[src/rtl/alu_issue_stage.sv]
// Two-stage issue/collect wrapper around an external combinational 32-bit ALU.
// S1 drives the ALU input busses; S2 captures the ALU response and resolves branches.
module alu_issue_stage #(
    parameter int WIDTH = 32,
    parameter int TAG_W = 5
) (
    input  logic             clk,
    input  logic             reset,
    input  logic             in_valid,
    output logic             in_ready,
    input  logic [3:0]       in_op,
    input  logic [WIDTH-1:0] in_a,
    input  logic [WIDTH-1:0] in_b,
    input  logic [TAG_W-1:0] in_tag,
    output logic [WIDTH-1:0] alu_a,
    output logic [WIDTH-1:0] alu_b,
    output logic [1:0]       alu_ctl,
    input  logic [WIDTH-1:0] alu_result,
    input  logic             alu_carry,
    input  logic             alu_zero,
    input  logic             alu_ovf,
    input  logic             alu_neg,
    output logic             out_valid,
    input  logic             out_ready,
    output logic [WIDTH-1:0] out_result,
    output logic [3:0]       out_flags,
    output logic             out_is_branch,
    output logic             out_taken,
    output logic             out_illegal,
    output logic [TAG_W-1:0] out_tag
);

    localparam logic [3:0] OP_ADD  = 4'd0;
    localparam logic [3:0] OP_SUB  = 4'd1;
    localparam logic [3:0] OP_XOR  = 4'd2;
    localparam logic [3:0] OP_SLT  = 4'd3;
    localparam logic [3:0] OP_BEQ  = 4'd8;
    localparam logic [3:0] OP_BNE  = 4'd9;
    localparam logic [3:0] OP_BLT  = 4'd12;
    localparam logic [3:0] OP_BGE  = 4'd13;
    localparam logic [3:0] OP_BLTU = 4'd14;
    localparam logic [3:0] OP_BGEU = 4'd15;

    // Stage 1 (issue)
    logic             s1_valid_reg;
    logic [3:0]       s1_op_reg;
    logic [1:0]       s1_ctl_reg;
    logic             s1_branch_reg;
    logic             s1_illegal_reg;
    logic [WIDTH-1:0] s1_a_reg;
    logic [WIDTH-1:0] s1_b_reg;
    logic [TAG_W-1:0] s1_tag_reg;

    // Stage 2 (collect)
    logic             s2_valid_reg;
    logic [WIDTH-1:0] s2_result_reg;
    logic [3:0]       s2_flags_reg;
    logic             s2_branch_reg;
    logic             s2_taken_reg;
    logic             s2_illegal_reg;
    logic [TAG_W-1:0] s2_tag_reg;

    logic             s2_free;
    logic             s1_xfer;
    logic             s1_load;

    logic [1:0]       dec_ctl;
    logic             dec_branch;
    logic             dec_illegal;

    logic             taken_next;
    logic             keep_result;
    logic [WIDTH-1:0] result_next;

    assign s2_free  = !s2_valid_reg || out_ready;
    assign s1_xfer  = s1_valid_reg && s2_free;
    assign in_ready = !s1_valid_reg || s2_free;
    assign s1_load  = in_valid && in_ready;

    always_comb begin
        dec_ctl     = 2'b00;
        dec_branch  = 1'b0;
        dec_illegal = 1'b0;
        case (in_op)
            OP_ADD: dec_ctl = 2'b00;
            OP_SUB: dec_ctl = 2'b10;
            OP_XOR: dec_ctl = 2'b01;
            OP_SLT: dec_ctl = 2'b11;
            OP_BEQ, OP_BNE, OP_BLT, OP_BGE, OP_BLTU, OP_BGEU: begin
                dec_ctl    = 2'b10;
                dec_branch = 1'b1;
            end
            default: dec_illegal = 1'b1;
        endcase
    end

    // Branch conditions use the subtract flags; carry is the unsigned borrow.
    always_comb begin
        taken_next = 1'b0;
        case (s1_op_reg)
            OP_BEQ:  taken_next = alu_zero;
            OP_BNE:  taken_next = !alu_zero;
            OP_BLT:  taken_next = alu_neg ^ alu_ovf;
            OP_BGE:  taken_next = !(alu_neg ^ alu_ovf);
            OP_BLTU: taken_next = alu_carry;
            OP_BGEU: taken_next = !alu_carry;
            default: taken_next = 1'b0;
        endcase
    end

    assign keep_result = !s1_branch_reg && !s1_illegal_reg;

    generate
        for (genvar gi = 0; gi < WIDTH; gi++) begin : g_result_mask
            assign result_next[gi] = alu_result[gi] & keep_result;
        end
    endgenerate

    always_ff @(posedge clk or posedge reset) begin
        if (reset) begin
            s1_valid_reg   <= 1'b0;
            s1_op_reg      <= 4'd0;
            s1_ctl_reg     <= 2'b00;
            s1_branch_reg  <= 1'b0;
            s1_illegal_reg <= 1'b0;
            s1_a_reg       <= '0;
            s1_b_reg       <= '0;
            s1_tag_reg     <= '0;
        end else begin
            if (s1_load) begin
                s1_valid_reg   <= 1'b1;
                s1_op_reg      <= in_op;
                s1_ctl_reg     <= dec_ctl;
                s1_branch_reg  <= dec_branch;
                s1_illegal_reg <= dec_illegal;
                s1_a_reg       <= in_a;
                s1_b_reg       <= in_b;
                s1_tag_reg     <= in_tag;
            end else if (s1_xfer) begin
                s1_valid_reg   <= 1'b0;
            end
        end
    end

    // ALU response is sampled only on the transfer edge, so a stall holds S2 untouched.
    always_ff @(posedge clk or posedge reset) begin
        if (reset) begin
            s2_valid_reg   <= 1'b0;
            s2_result_reg  <= '0;
            s2_flags_reg   <= 4'd0;
            s2_branch_reg  <= 1'b0;
            s2_taken_reg   <= 1'b0;
            s2_illegal_reg <= 1'b0;
            s2_tag_reg     <= '0;
        end else begin
            if (s1_xfer) begin
                s2_valid_reg   <= 1'b1;
                s2_result_reg  <= result_next;
                s2_flags_reg   <= {alu_carry, alu_ovf, alu_neg, alu_zero};
                s2_branch_reg  <= s1_branch_reg;
                s2_taken_reg   <= s1_branch_reg && taken_next;
                s2_illegal_reg <= s1_illegal_reg;
                s2_tag_reg     <= s1_tag_reg;
            end else if (s2_free) begin
                s2_valid_reg   <= 1'b0;
            end
        end
    end

    assign alu_a         = s1_a_reg;
    assign alu_b         = s1_b_reg;
    assign alu_ctl       = s1_ctl_reg;

    assign out_valid     = s2_valid_reg;
    assign out_result    = s2_result_reg;
    assign out_flags     = s2_flags_reg;
    assign out_is_branch = s2_branch_reg;
    assign out_taken     = s2_taken_reg;
    assign out_illegal   = s2_illegal_reg;
    assign out_tag       = s2_tag_reg;

endmodule

[config.mk]
export PLATFORM = sky130hd
export DESIGN_NAME = alu_issue_stage
export DESIGN_NICKNAME = d
export VERILOG_FILES = /design/src/rtl/alu_issue_stage.sv
export SDC_FILE = /design/constraint.sdc
export NUM_CORES = 1
export LEC_CHECK = 0
export ABC_AREA = 1
export ABC_CLOCK_PERIOD_IN_PS = 4560
export CORE_UTILIZATION = 38
export DETAILED_ROUTE_END_ITERATION = 12
export HOLD_SLACK_MARGIN = 0.06
export PLACE_DENSITY = 0.75
export SLEW_MARGIN = 20
export SYNTH_ARGS = -nofsm -noshare
export SYNTH_HDL_FRONTEND = slang
export SYNTH_SLANG_ARGS = --single-unit
[constraint.sdc]
create_clock -name clk -period 4.56 [get_ports clk]
set_input_delay 0.912 -clock clk [delete_from_list [all_inputs] [get_ports clk]]
set_output_delay 0.912 -clock clk [all_outputs]
set_load 0.01 [all_outputs]
After elaboration in Yosys (flattened, before gate mapping) --
Cells that the tools add are included.
Word-level totals: bits in registers 123, latch bits 0, memory bits (writable) 0, ROM bits 0, word-level logic and storage cells 90, memories 0
Cells by class: add/sub/neg operators 0, $mul 0, div/mod/pow operators 0, order comparisons 0, equal/unequal tests 15, shift operators 0, muxes and demuxes 8, bitwise operators 33, reduce and logical (&&, ||, !) cells 19
Operators by type and width (count):
- equality test 4 bit (second input constant) | 12
- bitwise AND 1 bit | 32
- OR reduction 10 bit | 1
- equality test 4 x 2 -> 1 bit (second input constant) | 2
- logical NOT 1 bit | 7
- OR reduction 7 bit | 1
- two-way mux 1 bit | 6
- case mux 1 bit (6 select lines) | 1
- case mux 2 bit (3 select lines) | 1
- OR reduction 6 bit | 1
- equality test 4 x 1 -> 1 bit (second input constant) | 1
- logical AND 1 bit | 4
- logical NOT 4 bit | 1
- nonzero test 2 bit | 2
- logical OR 1 bit | 2
- bitwise XOR 1 bit | 1

Logic depth before layout (Yosys ltp) --
Gate-level depths: netlist of the first run.
depth in word-level cells 5, gate-level depth with buffers 8

Least setup slack after synthesis of the first run --
No wires, ideal clock.
kind input-to-output, from input port out_ready, to output port in_ready, arrival time 1.070 ns, data required time 3.648 ns, slack 2.578 ns, stages 2, path through inv_2 > nand3_2
On the way: word-level cells in the longest chain between the ends 2
Ends and longest elaborated chain:
- from (decl) | line 24 | input logic out_ready,
- logical OR 1 bit | line 75 | assign s2_free = !s2_valid_reg || out_ready;
- logical OR 1 bit | line 77 | assign in_ready = !s1_valid_reg || s2_free;
- to (decl) | line 10 | output logic in_ready,
No other way between the ends.

Worst setup path after layout of the first run --
Ends and elaborated chain as after synthesis.

==> parameters.txt, run 1 <==
Parameter                              Value

Run status
  Outcome    finished, final reports clean

Clock tree
  Clock-pin slew reported for the worst setup and hold paths after clock tree synthesis    0.05 ns
  H-tree Lvls    4
  Post-CTS Hold Buffers    0
  Number of sinks handled by clock tree synthesis    123
  Clock tree from TritonCTS    done
  Insertion delay of the later-clocked pin in the worst-skew pair    0.40 ns
  PostCTS Resize Cnt    0
  Post-CTS repair timing setup buffer count    0
  Worst-case clock buffer depth    2
  Buffer cell driving the clock tree root    sky130_fd_sc_hd__clkbuf_16
  Total CTS buffers    17

STA
  Number of slew-limit violations in the final report    0
  Final Hold Slack    0.470 ns
  Unrepaired setup endpoints after global routing    false
  Final Hold Violating Endpoints    0
  Max frequency    0.332 GHz
  Worst setup slack after layout    1.55 ns
  Period Utilization, post-route    66.0%
  Worst slew pin tran    0.864 ns
  Rel. slew slack    42.4%
  Min Tclk post-route    3.01 ns
  Setup TNS Final    0 ns
  Worst-case clock skew    0.00870 ns
  Final setup vio count    0

Logic synthesis
  Post-synthesis cell type with the largest combined area    sky130_fd_sc_hd__dfrtp_1
  Top area cells in the synthesized netlist    sky130_fd_sc_hd__dfrtp_1 (64%), sky130_fd_sc_hd__nand2_1 (26%), sky130_fd_sc_hd__nand3_1 (4.2%)
  FF+latch count, synth    123
  Top flip-flop cell by instance count after synthesis    sky130_fd_sc_hd__dfrtp_1
  Share of the yosys chip area belonging to registers    64.3%
  Synthesis warning total    0
  Cell Area, Synth    4780 sq um
  Top-count cell post-synth    sky130_fd_sc_hd__nand2_1
  Avg Cell Area, Syn    8.73 sq um
  Share of flip-flops with an asynchronous set or reset after synthesis    100%
  Nets in the synthesized netlist    661
  Fraction of post-synthesis cell area in the top cell type by area    64.3%
  Number of flops mapped to enable cells by yosys    0
  Synth top cells by count    sky130_fd_sc_hd__nand2_1 (330), sky130_fd_sc_hd__dfrtp_1 (123), sky130_fd_sc_hd__nand3_1 (40)
  Cell count after synthesis    548
  Unique masters post-synth    17

Placement
  Placement-stage worst setup slack    1.55 ns
  Half-perimeter wire length after placement    9090 um
  Placer congestion estimate    0.719
  # port buffers    224

Route
  Residual DRC count    0
  DR pass1 iterations    4
  Routed via count    4312
  Number of violations reported at the end of detailed-routing iteration 0    178
  Detailed-route wire length per cell    13.8 um
  Residual antenna-violating net count after detailed routing    0
  Via density    4.56
  Total wire length after detailed routing    13000 um

Critical path
  Crit-path max cell delay    0.55 ns
  Type of the worst setup path    primary input to output pin
  CP required    3.65 ns
  Crit path max-delay family    buffers and inverters
  Critical Path Sink Type    output pin
  Most used cell along the critical path    sky130_fd_sc_hd__clkdlybuf4s50_1
  Buffer and inverter count on the worst path    3
  List of cells traversed by the critical path    clkdlybuf4s50_1 > inv_2 > nand3_2 > clkdlybuf4s50_1
  Highest net fanout along the worst path    3
  Worst setup startpoint    out_ready
  Arrival @ worst endpoint    2.10 ns
  Total number of cells along the worst setup path    4
  Worst reg2reg startpoint    out_valid
  Slowest cell on the critical path    sky130_fd_sc_hd__clkdlybuf4s50_1
  Startpoint type of the worst setup path    primary input
  Worst-case reg-to-reg path depth    4

Power and ir drop
  PD cells    469 nW/um^2
  Portion of total power attributed to sequential cells    38.3%
  Worst vdd rail ir drop    0.251 mV
  Internal power    2.68 mW
  Net Sw Frac    26.4%
  Post-layout power    3.64 mW
  Clock share of power    37.7%
  Static Leak    3.84 nW
  Switching power    0.962 mW
  Part of the total power dissipated in combinational logic    23.9%

Global routing
  Maximum number of pins on one net before global-route repair    80
  Met2 Usage GRT    35.2%
  Number of global-route vias before repair    4380
  Number of antenna violations at the first check in global routing    2
  Wire length of the first global-routing pass    20700 um
  Total Routing Usage GR    20.9%
  Most used routing layer    met2
  Met1 usage    23.3%
  Leftover overflow at the end of global routing    0
  Met3 track demand over resource in global routing    9.16%

Die
  Top-level I/O count    225
  Starting density of the core    39.3%
  Number of placement rows    40
  Area of the core    12200 sq um
  Floorplan die width    114 um
  Die outline height    114 um
  Die footprint    13000 sq um

Finish
  Antenna diodes    0
  Fraction of final layout cells sized beyond drive strength 1    5.15%
  Synthesis-to-layout area growth    62.3%
  Number of nets in the layout    879

Hold path
  Min-delay worst type    flop to flop
  Hold Path Origin    out_tag[4]
  Number of cells on the worst hold path    2

Job
  Max-cap violation count    0
-- worst paths after layout --
kind | end | slack [ns]
worst max-delay path | in_ready | 1.55
worst min-delay path | out_tag[4] | 0.47
worst max register to register | s1_op_reg[2] | 2.86
worst min register to register | out_tag[4] | 0.47
max in group asynchronous | alu_b[7] | 2.72
min in group asynchronous | out_result[28] | 1.04
-- routing by layer --
metal / vias to the layer above / routed length (um)
met3: 16 / 1360
met2: 177 / 6190
met1: 2010 / 5320
met4: 2 / 168
li1: 2107 / -
met5: - / 11
-- cell usage in the layout (no fill, tap or decap), drive strengths merged --
cell type      synthesis  final
buf                   19      3
nor2                   4      4
nand3                 41     41
dfrtp                123    123
nand2                331    331
clkinvlp               0      1
o21ai                  6      6
clkinv                 0      3
a21oi                  1      1
a21boi                 1      1
clkdlybuf4s50          0    224
bufinv                 0      3
inv                   12     12
o31ai                  1      1
clkbuf                 9     23
-- area by class of cell --
| cell class | count | area [sq um] |
|---|---|---|
| fillers | 1002 | 4400 |
| clock inverters | 7 | 113 |
| clock buffers | 23 | 498 |
| flip-flops and latches | 123 | 3080 |
| inverters | 12 | 50.0 |
| repair buffers | 227 | 2280 |
| well taps | 168 | 210 |
| multi-input cells | 385 | 1540 |
-- power groups by stage --
| stage | clock [mW] | sequential, mW | combinational (mW) |
|---|---|---|---|
| finish | 1.37 | 1.40 | 0.871 |
| global route | 1.44 | 1.42 | 0.954 |
| CTS | 1.41 | 1.39 | 0.884 |
| detailed placement | 0 | 1.41 | 0.882 |
| global placement | 0 | 1.40 | 0.863 |
| floorplan | 0 | 1.48 | 0.267 |
-- cells by family after synthesis --
logic type / synth area share, %
AND/OR/NAND/NOR: 30.7
flip-flops: 64.3
buffers and inverters: 3.79
AO/OA/AOI/OAI: 1.12
-- metrics by stage --
| step | instances | utilization [%] | instance area, sq um |
|---|---|---|---|
| global placement | 915 | 58.8 | 7150 |
| floorplan | 548 | - | 4780 |
| finish | 945 | 63.8 | 7760 |
| detailed placement | 915 | 58.8 | 7150 |
| global route | 945 | 63.8 | 7760 |
| CTS | 945 | 63.8 | 7760 |
-- worst reg2reg max path, cell delays in order, from the launching register on --
cell and delay, ns:
sky130_fd_sc_hd__dfrtp_1 0.44, sky130_fd_sc_hd__nand3_2 0.14, sky130_fd_sc_hd__nand2_2 0.11, sky130_fd_sc_hd__buf_4 0.59, sky130_fd_sc_hd__o21ai_0 0.26
No activity file was read; power rests on OpenSTA's default activity.
==> run 2: changes to the inputs <==
--- a/config.mk
+++ b/config.mk
@@ -6,11 +6,11 @@
 export NUM_CORES = 1
 export LEC_CHECK = 0
 export ABC_AREA = 1
-export ABC_CLOCK_PERIOD_IN_PS = 4560
-export CORE_UTILIZATION = 38
+export ABC_CLOCK_PERIOD_IN_PS = 2600
+export CORE_UTILIZATION = 37
 export DETAILED_ROUTE_END_ITERATION = 12
 export HOLD_SLACK_MARGIN = 0.06
-export PLACE_DENSITY = 0.75
+export PLACE_DENSITY = 0.76
 export SLEW_MARGIN = 20
 export SYNTH_ARGS = -nofsm -noshare
 export SYNTH_HDL_FRONTEND = slang
==> constraint.sdc (replaced) <==
create_clock -name clk -period 2.6 [get_ports clk]
set_input_delay 0.52 -clock clk [delete_from_list [all_inputs] [get_ports clk]]
set_output_delay 0.52 -clock clk [all_outputs]
set_load 0.01 [all_outputs]
==> run 2 against run 1 <==
Compared with the run above: via count is 0.58% higher; count of clock-buffer cells in the layout is 1 lower; routed wire length decreased by 1.4%; utilization is 2.0 points lower; die area grew 2.7%; non-clock buffer count grew 5; clock power is 66% higher; sequential cell count is the same; critical endpoint unchanged.
==> parameters.txt, run 2 (synthesis gave the netlist of run 1 again) <==
Parameter                              Value

Run status
  Outcome    finished, final reports clean

Power and ir drop
  Internal power    4.52 mW (+69%)
  Net Sw Frac    27.9% (+1.5 points)
  Clock share of power    36.4% (-1.3 points)
  Switching power    1.75 mW (+82%)
  Portion of total power attributed to sequential cells    39.1% (+0.8 points)
  Static Leak    3.85 nW (+0.19%)
  PD cells    803 nW/um^2 (+71%)
  Worst vdd rail ir drop    0.405 mV (+61%)
  Post-layout power    6.27 mW (+72%)
  Part of the total power dissipated in combinational logic    24.5% (+0.6 points)

Clock tree
  Number of sinks handled by clock tree synthesis    123 (unchanged)
  Clock-pin slew reported for the worst setup and hold paths after clock tree synthesis    0.06 ns (about the same)
  H-tree Lvls    4 (unchanged)
  Worst-case clock buffer depth    2 (unchanged)
  Post-CTS repair timing setup buffer count    0 (unchanged)
  Post-CTS Hold Buffers    0 (unchanged)
  Buffer cell driving the clock tree root    sky130_fd_sc_hd__clkbuf_16
  Total CTS buffers    17 (unchanged)
  Insertion delay of the later-clocked pin in the worst-skew pair    0.40 ns (about the same)
  PostCTS Resize Cnt    0 (unchanged)
  Clock tree from TritonCTS    done

Global routing
  Leftover overflow at the end of global routing    0 (unchanged)
  Number of global-route vias before repair    4345 (-0.80%)
  Total Routing Usage GR    19.8% (-1.0 points)
  Number of antenna violations at the first check in global routing    0 (-2)
  Wire length of the first global-routing pass    20500 um (-1.2%)
  Met3 track demand over resource in global routing    6.90% (-2.3 points)
  Met1 usage    23.8% (+0.54 points)
  Met2 Usage GRT    33.3% (-1.9 points)
  Most used routing layer    met2
  Maximum number of pins on one net before global-route repair    80 (unchanged)

Route
  Via density    4.54 (-0.58%)
  Number of violations reported at the end of detailed-routing iteration 0    223 (+25%)
  Routed via count    4337 (+0.58%)
  Residual antenna-violating net count after detailed routing    0 (unchanged)
  Detailed-route wire length per cell    13.5 um (-2.5%)
  Residual DRC count    0 (unchanged)
  Total wire length after detailed routing    12900 um (-1.4%)
  DR pass1 iterations    5 (+1)

Critical path
  List of cells traversed by the critical path    clkdlybuf4s50_1 > inv_2 > nand3_2 > clkdlybuf4s50_1
  Type of the worst setup path    primary input to output pin
  Startpoint type of the worst setup path    primary input
  Crit-path max cell delay    0.57 ns (+0.02 ns)
  Arrival @ worst endpoint    1.71 ns (-0.39 ns)
  CP required    2.08 ns (-1.57 ns)
  Slowest cell on the critical path    sky130_fd_sc_hd__clkdlybuf4s50_1
  Highest net fanout along the worst path    3 (unchanged)
  Critical Path Sink Type    output pin
  Most used cell along the critical path    sky130_fd_sc_hd__clkdlybuf4s50_1

STA
  Worst setup slack after layout    0.366 ns (-1.19 ns)
  Rel. slew slack    48.2% (+5.8 points)
  Worst slew pin tran    0.777 ns (-0.0871 ns)
  Period Utilization, post-route    85.9%
  Worst-case clock skew    0.00637 ns (-0.00233 ns)
  Unrepaired setup endpoints after global routing    false
  Min Tclk post-route    2.23 ns
  Final Hold Violating Endpoints    0 (unchanged)
  Number of slew-limit violations in the final report    0 (unchanged)
  Final Hold Slack    0.477 ns (+0.00713 ns)
  Setup TNS Final    0 ns (unchanged)
  Max frequency    0.448 GHz
  Final setup vio count    0 (unchanged)

Die
  Die footprint    13400 sq um (+2.7%)
  Area of the core    12600 sq um (+3.8%)
  Die outline height    116 um (+1.3%)
  Number of placement rows    41 (+2.5%)
  Floorplan die width    116 um (+1.3%)
  Starting density of the core    37.9% (-1.4 points)
  Top-level I/O count    225 (unchanged)

Placement
  Placer congestion estimate    0.765 (+6.4%)
  Placement-stage worst setup slack    0.306 ns (-1.24 ns)
  Placed cell area    7220 sq um (+0.93%)
  Cell Count Post-Placement    924 (+0.98%)
  # port buffers    224 (unchanged)
  Half-perimeter wire length after placement    9200 um (+1.2%)

Finish
  Leading cell types in the layout, fill and taps excluded    sky130_fd_sc_hd__nand2_1 (330), sky130_fd_sc_hd__clkdlybuf4s50_1 (224), sky130_fd_sc_hd__dfrtp_1 (123)
  Final Core Density    61.8% (-2.0 points)
  Number of nets in the layout    884 (+0.57%)
  Final cell count without fillers    956 (+1.2%)
  Most frequent standard cell in the layout excluding fill and tap cells    sky130_fd_sc_hd__nand2_1
  Number of fill cells    1065 (+6.3%)
  Antenna diodes    0 (unchanged)
  Multi-input gate area    1530 sq um (-0.33%)
  Sequential cell area    3080 sq um (unchanged)
  Synthesis-to-layout area growth    63.2%
  Post-route standard cell area excluding fillers    7800 sq um (+0.52%)
  Fraction of final layout cells sized beyond drive strength 1    5.99% (+0.85 points)

Job
  Max-cap violation count    0 (unchanged)

Hold path
  Min-delay worst type    flop to flop
run 2: worst max-delay path, delay by kind of cell:
| family | cells | cell delay [ns] |
|---|---|---|
| and+or+nand+nor | 1 | 0.08 |
| buffers and inverters | 3 | 1.11 |
run 2: layout make-up:
class	count	area share (%)
clock buffers	22	6.20
clock inverters	10	1.35
inverters	12	0.625
multi-input cells	385	19.7
flip-flops and latches	123	39.4
well taps	172	2.76
repair buffers	232	30.0
run 2: final timing paths:
check / from / depth (start not counted) / endpoint / slack, ns
worst max register to register: out_valid / 6 / alu_a[13] / 0.91
min in group asynchronous: reset / 2 / out_flags[3] / 0.55
worst max-delay path: out_ready / 4 / in_ready / 0.37
worst min register to register: out_result[27] / 2 / out_result[27] / 0.48
max in group asynchronous: reset / 3 / alu_a[9] / 1.43
worst min-delay path: out_result[27] / 2 / out_result[27] / 0.48
run 2: power by group through the flow:
stage | combinational [mW] | clock, mW | sequential (mW)
after floorplan | 0.468 | 0 | 2.60
after global placement | 1.52 | 0 | 2.46
after detailed placement | 1.55 | 0 | 2.47
after CTS | 1.56 | 2.33 | 2.45
after global routing | 1.68 | 2.43 | 2.49
final | 1.54 | 2.28 | 2.45
run 2: routing by layer:
metal  vias up  routed length (um)
met3        15                1150
li1       2130                   -
met4         0                 157
met5         -                   0
met1      2006                5390
met2       186                6170
